## src/rtl/mult_div_unit.sv

```systemverilog
// Purpose: multi-cycle signed multiply (radix-2 Booth) / divide (restoring) engine for HI/LO.
// Latency: start in cycle 0 -> done in cycle WIDTH+2; divide by zero -> done in cycle 1.
// Backpressure: none; starts while busy are ignored (not queued), results hold until the next op completes.
//
// Ports:
//   clock, reset         rising-edge clock, synchronous active-high reset
//   start_mult/start_div 1-cycle op requests (multiply wins if both are high)
//   op_a, op_b           multiplicand/dividend and multiplier/divisor, sampled with the start
//   hi_out, lo_out       product {hi,lo}, or remainder (hi) / quotient (lo)
//   busy, done, div_zero status; done and div_zero are 1-cycle registered pulses
module mult_div_unit #(
    parameter int WIDTH = 32,
    parameter int CNT_W = 6
) (
    input  logic             clock,
    input  logic             reset,
    input  logic             start_mult,
    input  logic             start_div,
    input  logic [WIDTH-1:0] op_a,
    input  logic [WIDTH-1:0] op_b,
    output logic [WIDTH-1:0] hi_out,
    output logic [WIDTH-1:0] lo_out,
    output logic             busy,
    output logic             done,
    output logic             div_zero
);

    typedef enum logic [2:0] {IDLE, MULT, DIV, FIX, FIN} state_t;

    state_t           state;
    // acc is one bit wider than the operands so Booth add/subtract of
    // -2^(W-1) and the restoring remainder never overflow.
    logic [WIDTH:0]   acc;
    logic [WIDTH:0]   mreg;    // multiplicand (sign-extended) or divisor magnitude
    logic [WIDTH-1:0] qreg;    // multiplier / product low half, or dividend / quotient
    logic             qbit;    // Booth q[-1]
    logic [CNT_W-1:0] count;
    logic             is_div;
    logic             neg_q;
    logic             neg_r;

    logic [WIDTH-1:0] a_mag;
    logic [WIDTH-1:0] b_mag;
    logic [WIDTH:0]   booth_sum;
    logic [WIDTH:0]   div_shift;
    logic [WIDTH+1:0] div_trial;
    logic [WIDTH-1:0] fix_q;
    logic [WIDTH-1:0] fix_r;
    logic             last_step;

    always_comb begin
        // Unsigned W-bit magnitudes: |-2^(W-1)| = 2^(W-1) still fits.
        a_mag = op_a[WIDTH-1] ? -op_a : op_a;
        b_mag = op_b[WIDTH-1] ? -op_b : op_b;

        case ({qreg[0], qbit})
            2'b01:   booth_sum = acc + mreg;
            2'b10:   booth_sum = acc - mreg;
            default: booth_sum = acc;
        endcase

        // Remainder stays below the divisor, so the shifted value fits in W+1 bits;
        // the extra top bit of the trial is the borrow.
        div_shift = {acc[WIDTH-1:0], qreg[WIDTH-1]};
        div_trial = {1'b0, div_shift} - {1'b0, mreg};

        fix_q = neg_q ? -qreg : qreg;
        fix_r = neg_r ? -acc[WIDTH-1:0] : acc[WIDTH-1:0];

        last_step = (count == CNT_W'(WIDTH - 1));
    end

    always_ff @(posedge clock) begin
        if (reset) begin
            state    <= IDLE;
            acc      <= '0;
            mreg     <= '0;
            qreg     <= '0;
            qbit     <= 1'b0;
            count    <= '0;
            is_div   <= 1'b0;
            neg_q    <= 1'b0;
            neg_r    <= 1'b0;
            hi_out   <= '0;
            lo_out   <= '0;
            busy     <= 1'b0;
            done     <= 1'b0;
            div_zero <= 1'b0;
        end else begin
            done     <= 1'b0;
            div_zero <= 1'b0;
            case (state)
                IDLE: begin
                    if (start_mult) begin
                        acc    <= '0;
                        mreg   <= {op_a[WIDTH-1], op_a};
                        qreg   <= op_b;
                        qbit   <= 1'b0;
                        count  <= '0;
                        is_div <= 1'b0;
                        busy   <= 1'b1;
                        state  <= MULT;
                    end else if (start_div) begin
                        busy <= 1'b1;
                        if (op_b == '0) begin
                            // No iterations; results are left untouched.
                            done     <= 1'b1;
                            div_zero <= 1'b1;
                            state    <= FIN;
                        end else begin
                            acc    <= '0;
                            mreg   <= {1'b0, b_mag};
                            qreg   <= a_mag;
                            count  <= '0;
                            is_div <= 1'b1;
                            neg_q  <= op_a[WIDTH-1] ^ op_b[WIDTH-1];
                            neg_r  <= op_a[WIDTH-1];
                            state  <= DIV;
                        end
                    end
                end
                MULT: begin
                    // Arithmetic shift right of {acc, qreg, qbit}.
                    acc   <= {booth_sum[WIDTH], booth_sum[WIDTH:1]};
                    qreg  <= {booth_sum[0], qreg[WIDTH-1:1]};
                    qbit  <= qreg[0];
                    count <= count + 1'b1;
                    if (last_step) state <= FIX;
                end
                DIV: begin
                    if (!div_trial[WIDTH+1]) begin
                        acc  <= div_trial[WIDTH:0];
                        qreg <= {qreg[WIDTH-2:0], 1'b1};
                    end else begin
                        acc  <= div_shift;
                        qreg <= {qreg[WIDTH-2:0], 1'b0};
                    end
                    count <= count + 1'b1;
                    if (last_step) state <= FIX;
                end
                FIX: begin
                    // Sign correction is combinational here; the corrected
                    // results land in hi/lo together with done, so they are
                    // visible throughout the FIN cycle.
                    if (is_div) begin
                        hi_out <= fix_r;
                        lo_out <= fix_q;
                    end else begin
                        hi_out <= acc[WIDTH-1:0];
                        lo_out <= qreg;
                    end
                    done  <= 1'b1;
                    state <= FIN;
                end
                FIN: begin
                    busy  <= 1'b0;
                    state <= IDLE;
                end
                default: begin
                    busy  <= 1'b0;
                    state <= IDLE;
                end
            endcase
        end
    end

endmodule

```

## config.mk

```make
export PLATFORM = sky130hd
export DESIGN_NAME = mult_div_unit
export DESIGN_NICKNAME = d
export VERILOG_FILES = /design/src/rtl/mult_div_unit.sv
export SDC_FILE = /design/constraint.sdc
export NUM_CORES = 1
export LEC_CHECK = 0
export CORE_ASPECT_RATIO = 1.2
export CORE_MARGIN = 3
export CORE_UTILIZATION = 45
export DETAILED_ROUTE_END_ITERATION = 7
export PLACE_DENSITY = 0.73
export RECOVER_POWER = 50
export SKIP_CTS_REPAIR_TIMING = 1
export SYNTH_ARGS = -nofsm -noshare
export SYNTH_HDL_FRONTEND = slang
export SYNTH_SLANG_ARGS = --single-unit
```

## constraint.sdc

```tcl
create_clock -name clock -period 8.75 [get_ports clock]
set_input_delay 1.3125 -clock clock [delete_from_list [all_inputs] [get_ports clock]]
set_output_delay 1.3125 -clock clock [all_outputs]
set_load 0.02 [all_outputs]
```

==> results.md, run 1 <==
* Final Critical Period at 5.91 ns
* Hpwl dp at 35800 µm
* Peak VDD IR at 0.173 mV
* Worst Path Required at 9.08 ns
* Layout cells sized above 1 at 4.68%
* DR vias/cell at 6.15
* FF+latch area at 0.00356 mm²
* Crit-path max FO at 7
* Synth Area per Inst at 7.43 µm²
* Max Clk Rate at 169 MHz
* DR iter-0 viols at 1526
* Later-pin clock latency in the skew report at 0.44 ns
* WS Path Type: register to register
* CTS sink count at 178
* Slew headroom at -180%
* Worst Hold Endpoint: lo_out[29]
* Share of the synthesized area in the top cell type at 24.6%
* Hold Crit Depth at 2
* Total GRT Usage at 26.9%
* Initial antenna violation count at 0
* Cell area after synthesis at 0.0145 mm²
* Yosys reg bits at 178
* Core area at 0.0315 mm²
* Crit path DAT at 6.24 ns
* Residual DRC at 0
* Antenna Cells at 0
* Setup_tns at 0 ns
* Fillers at 2993
* Top_reg_cell synth: dfxtp_1
* Gr busiest metal: met2
* Synth-to-Final Area Change at 14.5%
* First-pass detailed-route iteration total at 6
* Worst r2r src: mreg[2]
* Maximum clock path buffer count at 2
* Met1 GRT Util at 32.9%
* Die Width at 170 µm
* Cells after DPL at 2376
* CTS Root Cell: clkbuf_16
* Final period util at 67.6%
* RSZ-0062 raised after global routing: false
* Ports at 135
* DIE AREA at 0.0344 mm²
* Area leader, netlist: dfxtp_1
* Grt met3 use at 3.70%
* Synth area leaders: dfxtp_1 (25%), xnor2_1 (7.3%), ha_1 (6.2%), a21oi_1 (6.1%), nor2_1 (5.5%)
* Congestion Overflow GR at 0
* Global-route wire length before repair at 74600 µm
* Wire length per cell at 19.6 µm
* Setup violators final at 0
* Hold Crit Class: register to register
* R2R Path End: acc[31]
* Placed cell areas at 0.0160 mm²
* Total CTS buffers at 17
* Most frequent cell after synthesis: nor2_1
* Slew of the pin with the lowest slew margin at 4.21 ns
* Port Buf Inserts at 134
* Cell Rows at 71
* Initial Util at 46.0%
* Worst setup SP type: register
* Multi-input logic area at 0.0102 mm²
* Syn. warnings at 0
* Yosys cell types at 69
* Leakage at 6.30 nW
* Post-route ant nets at 0
* Sequential element share of the synthesized area at 24.6%
* Largest net degree at the start of global routing at 96
* Fin cells at 2408
* Met2 Use GR at 45.1%
* PwrDens at 307 mW/mm²
* Max Cap Viol at 1
* Vias in the first global route at 14000
* Final setup skew at 0.0119 ns
* Syn nets at 2092
* Design Area, Final at 0.0166 mm²
* Die height at 203 µm
* Failing checks: capacitance limit, slew limit
* Routability-driven placement congestion ratio at 0.945
* Post-Route WL at 47200 µm
* Worst-path clk slew at 0.07 ns
* Cells after synthesis at 1950
* H-tree levels at 4
* Pins Over Slew Limit at 91
* Synth async-reset ratio at 0%
* Commonest cells in the synthesized netlist: nor2_1 (214), nand2_1 (205), a21oi_1 (178), dfxtp_1 (178), o21ai_0 (128)
* Reg2Reg Depth at 16
* Outcome: complete, but fails checks
* Hold Violations, Final at 0
* CP Capture Type: register
* EDFF count, synth at 0
* CTS tree: done
* Dpl ws at 2.68 ns
* Nets at 2136
* Via count at 14800
* R2R Setup Slk at 2.84 ns
* Worst Slack Setup Final at 2.84 ns
* Hold Path Origin: lo_out[29]
[routing by layer]
metal | up-vias | part of all wire, %
li1 | 7201 | -
met2 | 582 | 48
met5 | - | 0
met3 | 134 | 6.3
met1 | 6883 | 40
met4 | 0 | 6.0
[registers in the layout (all words and copies together), names as in the netlist]
name	count
qbit	1
done	1
qreg	32
div_zero	1
lo_out	32
mreg	33
hi_out	32
count	6
busy	1
state	3
acc	33
neg_r	1
neg_q	1
is_div	1
[report_power, final]
| part | total [mW] | internal, mW | switching (mW) |
|---|---|---|---|
| registers | 1.22 | 0.952 | 0.268 |
| clock network | 0.814 | 0.444 | 0.370 |
| logic | 3.07 | 1.26 | 1.81 |
| total | 5.10 | 2.66 | 2.45 |
[worst max-delay path by stage]
stage | from | to | slack (ns)
floorplan | mreg[2] | acc[32] | 4.11
global placement | op_b[4] | qreg[6] | 2.75
detailed placement | op_b[3] | qreg[15] | 2.68
CTS | mreg[2] | acc[31] | 2.98
global route | mreg[2] | acc[31] | 2.64
finish | mreg[2] | acc[31] | 2.84
[critical path, cell delays in order, from the launching register on]
cell and delay, ns:
dfxtp_1 0.34, or3_1 0.39, nor3_1 0.36, nor4b_2 0.88, a31oi_1 0.22, xnor2_1 0.17, ha_1 0.38, nand4_1 0.13
a2111oi_0 1.10, o211ai_1 0.21, o211ai_1 0.26, o41a_1 0.27, a221oi_1 0.16, xnor2_1 0.17, nor4b_1 0.16, or3_1 0.35
o221a_2 0.26
[layout by cell type, fill, tap and decap left out, drive strengths merged, types with 17 or more instances in the layout]
cell type / netlist / final
dfxtp: 178 / 178
ha: 72 / 72
a211oi: 84 / 84
a21oi: 178 / 178
nand2: 205 / 205
a21o: 24 / 24
nor3: 50 / 50
dlygate4sd3: 0 / 67
a31oi: 28 / 28
xnor2: 121 / 121
nor4: 20 / 20
inv: 71 / 75
o31ai: 29 / 29
mux2: 22 / 22
or3: 28 / 28
o21ai: 130 / 130
clkdlybuf4s50: 0 / 65
clkbuf: 104 / 19
a221oi: 36 / 36
buf: 21 / 17
mux2i: 29 / 29
nand3: 23 / 23
nor2: 215 / 215
xor2: 77 / 77
[final cells by class]
cell class                      instances  share of cell area [%]
Clock inverter                         14                    1.18
Sequential cell                       178                    21.5
Inverter                               71                    1.61
Tap cell                              401                    3.02
Multi-Input combinational cell       1576                    61.3
Timing Repair Buffer                  150                    8.75
Clock buffer                           18                    2.65
[cells by family (layout without fill, tap and decap cells)]
family / after synthesis / count (layout) / share of synthesized area, %
xor gates and xnor gates: 198 / 198 / 12.0
DFF: 178 / 178 / 24.6
adders and majority gates: 74 / 74 / 6.49
AOI/OAI and AO/OA: 625 / 625 / 28.1
muxes: 51 / 51 / 3.71
buffers and inverters: 196 / 253 / 5.39
and+or+nand+nor: 628 / 628 / 19.7
[through the flow]
stage	hold slack [ns]	util, %	total power [mW]
6_report	0.463	52.6	5.10
5_1_grt	0.494	52.6	5.49
4_1_cts	0.467	52.7	5.08
3_5_place_dp	0.457	50.6	4.25
3_3_place_gp	0.443	50.6	4.21
2_1_floorplan	0.462	-	3.49
Note: power is estimated with default switching activity, not from simulation.
==> run 2, diff against run 1 <==
==> constraint.sdc (replaced) <==
create_clock -name clock -period 6.2 [get_ports clock]
set_input_delay 0.93 -clock clock [delete_from_list [all_inputs] [get_ports clock]]
set_output_delay 0.93 -clock clock [all_outputs]
set_load 0.02 [all_outputs]
==> run 2 against run 1 <==
Net effect: the flow finishes with violations (DRC, capacitance limit, slew limit); die area did not move; fmax increased by 13%; global-route usage is 0.24 points lower; first-iteration DRC count is 14% lower; sequential power is 39% higher; hold slack lost 0.0044 ns; largest power group unchanged; sequential share of layout area barely moved; routed wire length down 0.66%; power is 41% higher; critical path depth grew 3; combinational power grew 42%.
==> results.md, run 2 (synthesis results as in run 1) <==
* Max Cap Viol at 4 (+3)
* Largest net degree at the start of global routing at 124 (+29%)
* Nets at 2145 (+0.42%)
* Worst Path Required at 6.53 ns (-2.55 ns)
* Worst setup SP type: register
* Fillers at 3024 (+1.0%)
* Initial Util at 46.0% (unchanged)
* Failing checks: DRC, capacitance limit, slew limit
* Final setup skew at 0.0203 ns (+0.00840 ns)
* Max Clk Rate at 191 MHz (+13%)
* H-tree levels at 4 (unchanged)
* Net switching power of the design at 3.47 mW (+42%)
* Wire length per cell at 19.4 µm (-1.0%)
* Crit path max-delay cell type: a221oi_1
* Die height at 203 µm (unchanged)
* Dpl ws at 1.04 ns (-1.65 ns)
* Crit-path max FO at 8 (+1)
* Outcome: complete, but fails checks
* Global-route wire length before repair at 74200 µm (-0.51%)
* Antenna Cells at 0 (unchanged)
* Final Critical Period at 5.24 ns (-0.678 ns)
* First-pass detailed-route iteration total at 8 (+2)
* Most common cell after layout, fill and taps aside: nor2_1
* Reg2Reg Depth at 19 (+3)
* Design Power at 7.18 mW (+41%)
* Peak VDD IR at 0.287 mV (+66%)
* Worst-path clk slew at 0.08 ns (about the same)
* Leakage at 6.33 nW (+0.54%)
* DR vias/cell at 6.10 (-0.70%)
* Residual DRC at 1 (+1)
* CP max stage delay at 0.56 ns (-0.54 ns)
* CTS sink count at 178 (unchanged)
* Pins Over Slew Limit at 301 (+230%)
* Via count at 14800 (-0.33%)
* CTS tree: done
* Setup_tns at 0 ns (unchanged)
* Ports at 135 (unchanged)
* Synth-to-Final Area Change at 14.7%
* Post-route ant nets at 0 (unchanged)
* WHS at 0.459 ns (-0.00442 ns)
* Layout cells sized above 1 at 4.91% (+0.23 points)
* Initial antenna violation count at 0 (unchanged)
* Total GRT Usage at 26.6% (-0.24 points)
* Worst Slack Setup Final at 0.964 ns (-1.87 ns)
* Worst path bufs/invs at 3 (+3)
* Sw frac at 48.4% (+0.44 points)
* Vias in the first global route at 14100 (+0.63%)
* RSZ-0062 raised after global routing: false
* Hold Crit Depth at 2 (unchanged)
* Seq pwr share at 23.5% (-0.4 points)
* DR iter-0 viols at 1312 (-14%)
* Port Buf Inserts at 134 (unchanged)
* Hold Path Origin: lo_out[27]
* Slew of the pin with the lowest slew margin at 3.23 ns (-0.975 ns)
* Cell Rows at 71 (unchanged)
* R2R Setup Slk at 0.96 ns (-1.87 ns)
* Critical Path Most Common Cell: a21oi_1
* Maximum clock path buffer count at 2 (unchanged)
* Setup violators final at 0 (unchanged)
* DIE AREA at 0.0344 mm² (unchanged)
* Power Internal at 3.70 mW (+39%)
* Slew headroom at -115% (+65 points)
* Crit path cell chain: inv_1, ha_1, inv_1, nor2_1, nor4b_1, buf_4, a21oi_1, xnor2_1, ha_1, a21oi_1, o211ai_1, a221oi_1, o211ai_1, o41a_1, a221oi_1, xnor2_1, a21oi_1, or3_1, o221a_2
* CP Capture Type: register
* Multi-input logic area at 0.0102 mm² (-0.11%)
* Die Width at 170 µm (unchanged)
* Post-Route WL at 46900 µm (-0.66%)
* Crit path DAT at 5.57 ns (-0.67 ns)
* Core area at 0.0315 mm² (unchanged)
* Worst r2r src: mreg[1]
* Top Registers: acc x33, mreg x33
* Most frequent cells in the layout: nor2_1 (213), nand2_1 (205), a21oi_1 (178), dfxtp_1 (178), o21ai_0 (128)
* Total CTS buffers at 17 (unchanged)
* CTS Root Cell: clkbuf_16
* Cell family with most CP delay: compound AO/OA/AOI/OAI gates
* Design Area, Final at 0.0166 mm² (+0.19%)
* Congestion Overflow GR at 0 (unchanged)
* Placed cell areas at 0.0160 mm² (+0.38%)
* Later-pin clock latency in the skew report at 0.45 ns (about the same)
* Final period util at 84.5% (+17 points)
* WS Path Type: register to register
* Hold Crit Class: register to register
* Comb pwr share at 60.7% (+0.6 points)
* Routability-driven placement congestion ratio at 0.968 (+2.4%)
* FF+latch area at 0.00356 mm² (unchanged)
* Hold Violations, Final at 0 (unchanged)
* R2R Path End: acc[31]
* PwrDens at 432 mW/mm² (+40%)
* Worst Hold Endpoint: lo_out[27]
* Clk network pwr share at 15.8% (about the same)
* CP startpoint: mreg[1]
* Hpwl dp at 35700 µm (-0.46%)
==> run 2: changes by cell type in the layout (fill, tap and decap cells not counted), moves of 2 or more <==
cell        change
clkbuf_1        +2
buf_4           +6
inv_8           +3
bufinv_16       -2
clkinvlp_4      -2
inv_12          +2
==> run 2: final cells by class <==
class	count	share of cell area (%)
multi-input cells	1576	61.2
flip-flops and latches	178	21.4
repair buffers	159	9.08
well taps	401	3.02
clock buffers	17	2.56
inverters	71	1.60
clock inverters	15	1.17
==> run 2: how the worst max path moves through the flow <==
stage | endpoint | cells after the start
after floorplan | acc[32] | 16
after global placement | qreg[17] | 11
after detailed placement | qreg[16] | 11
after CTS | acc[31] | 19
after global routing | acc[31] | 19
final | acc[31] | 19
==> run 2: worst min-delay path, stage by stage (launching register included) <==
cell and delay, ns:
dfxtp_1 0.32, nand2_1 0.05, a21oi_1 0.05
==> run 2: per-stage QoR <==
stage	utilization, %	instances
after floorplan	-	1950
after global placement	50.8	2385
after detailed placement	50.8	2385
after CTS	52.8	2417
after global routing	52.7	2417
final	52.7	2417
==> run 2: layer usage <==
metal | wire length, µm | share of wire, % | track usage (%)
met3 | 2370 | 5.0 | 2.90
met2 | 22700 | 48 | 45.8
met5 | 0 | 0 | 0
met1 | 19300 | 41 | 32.9
met4 | 2520 | 5.4 | 13.3
==> run 2: power groups by stage <==
stage                     Sequential (mW)  Combinational [mW]  Clock, mW
final                                1.69                4.36       1.13
after global routing                 1.72                4.80       1.19
after CTS                            1.68                4.33       1.15
after detailed placement             1.71                4.28          0
after global placement               1.70                4.23          0
after floorplan                      1.61                3.32          0
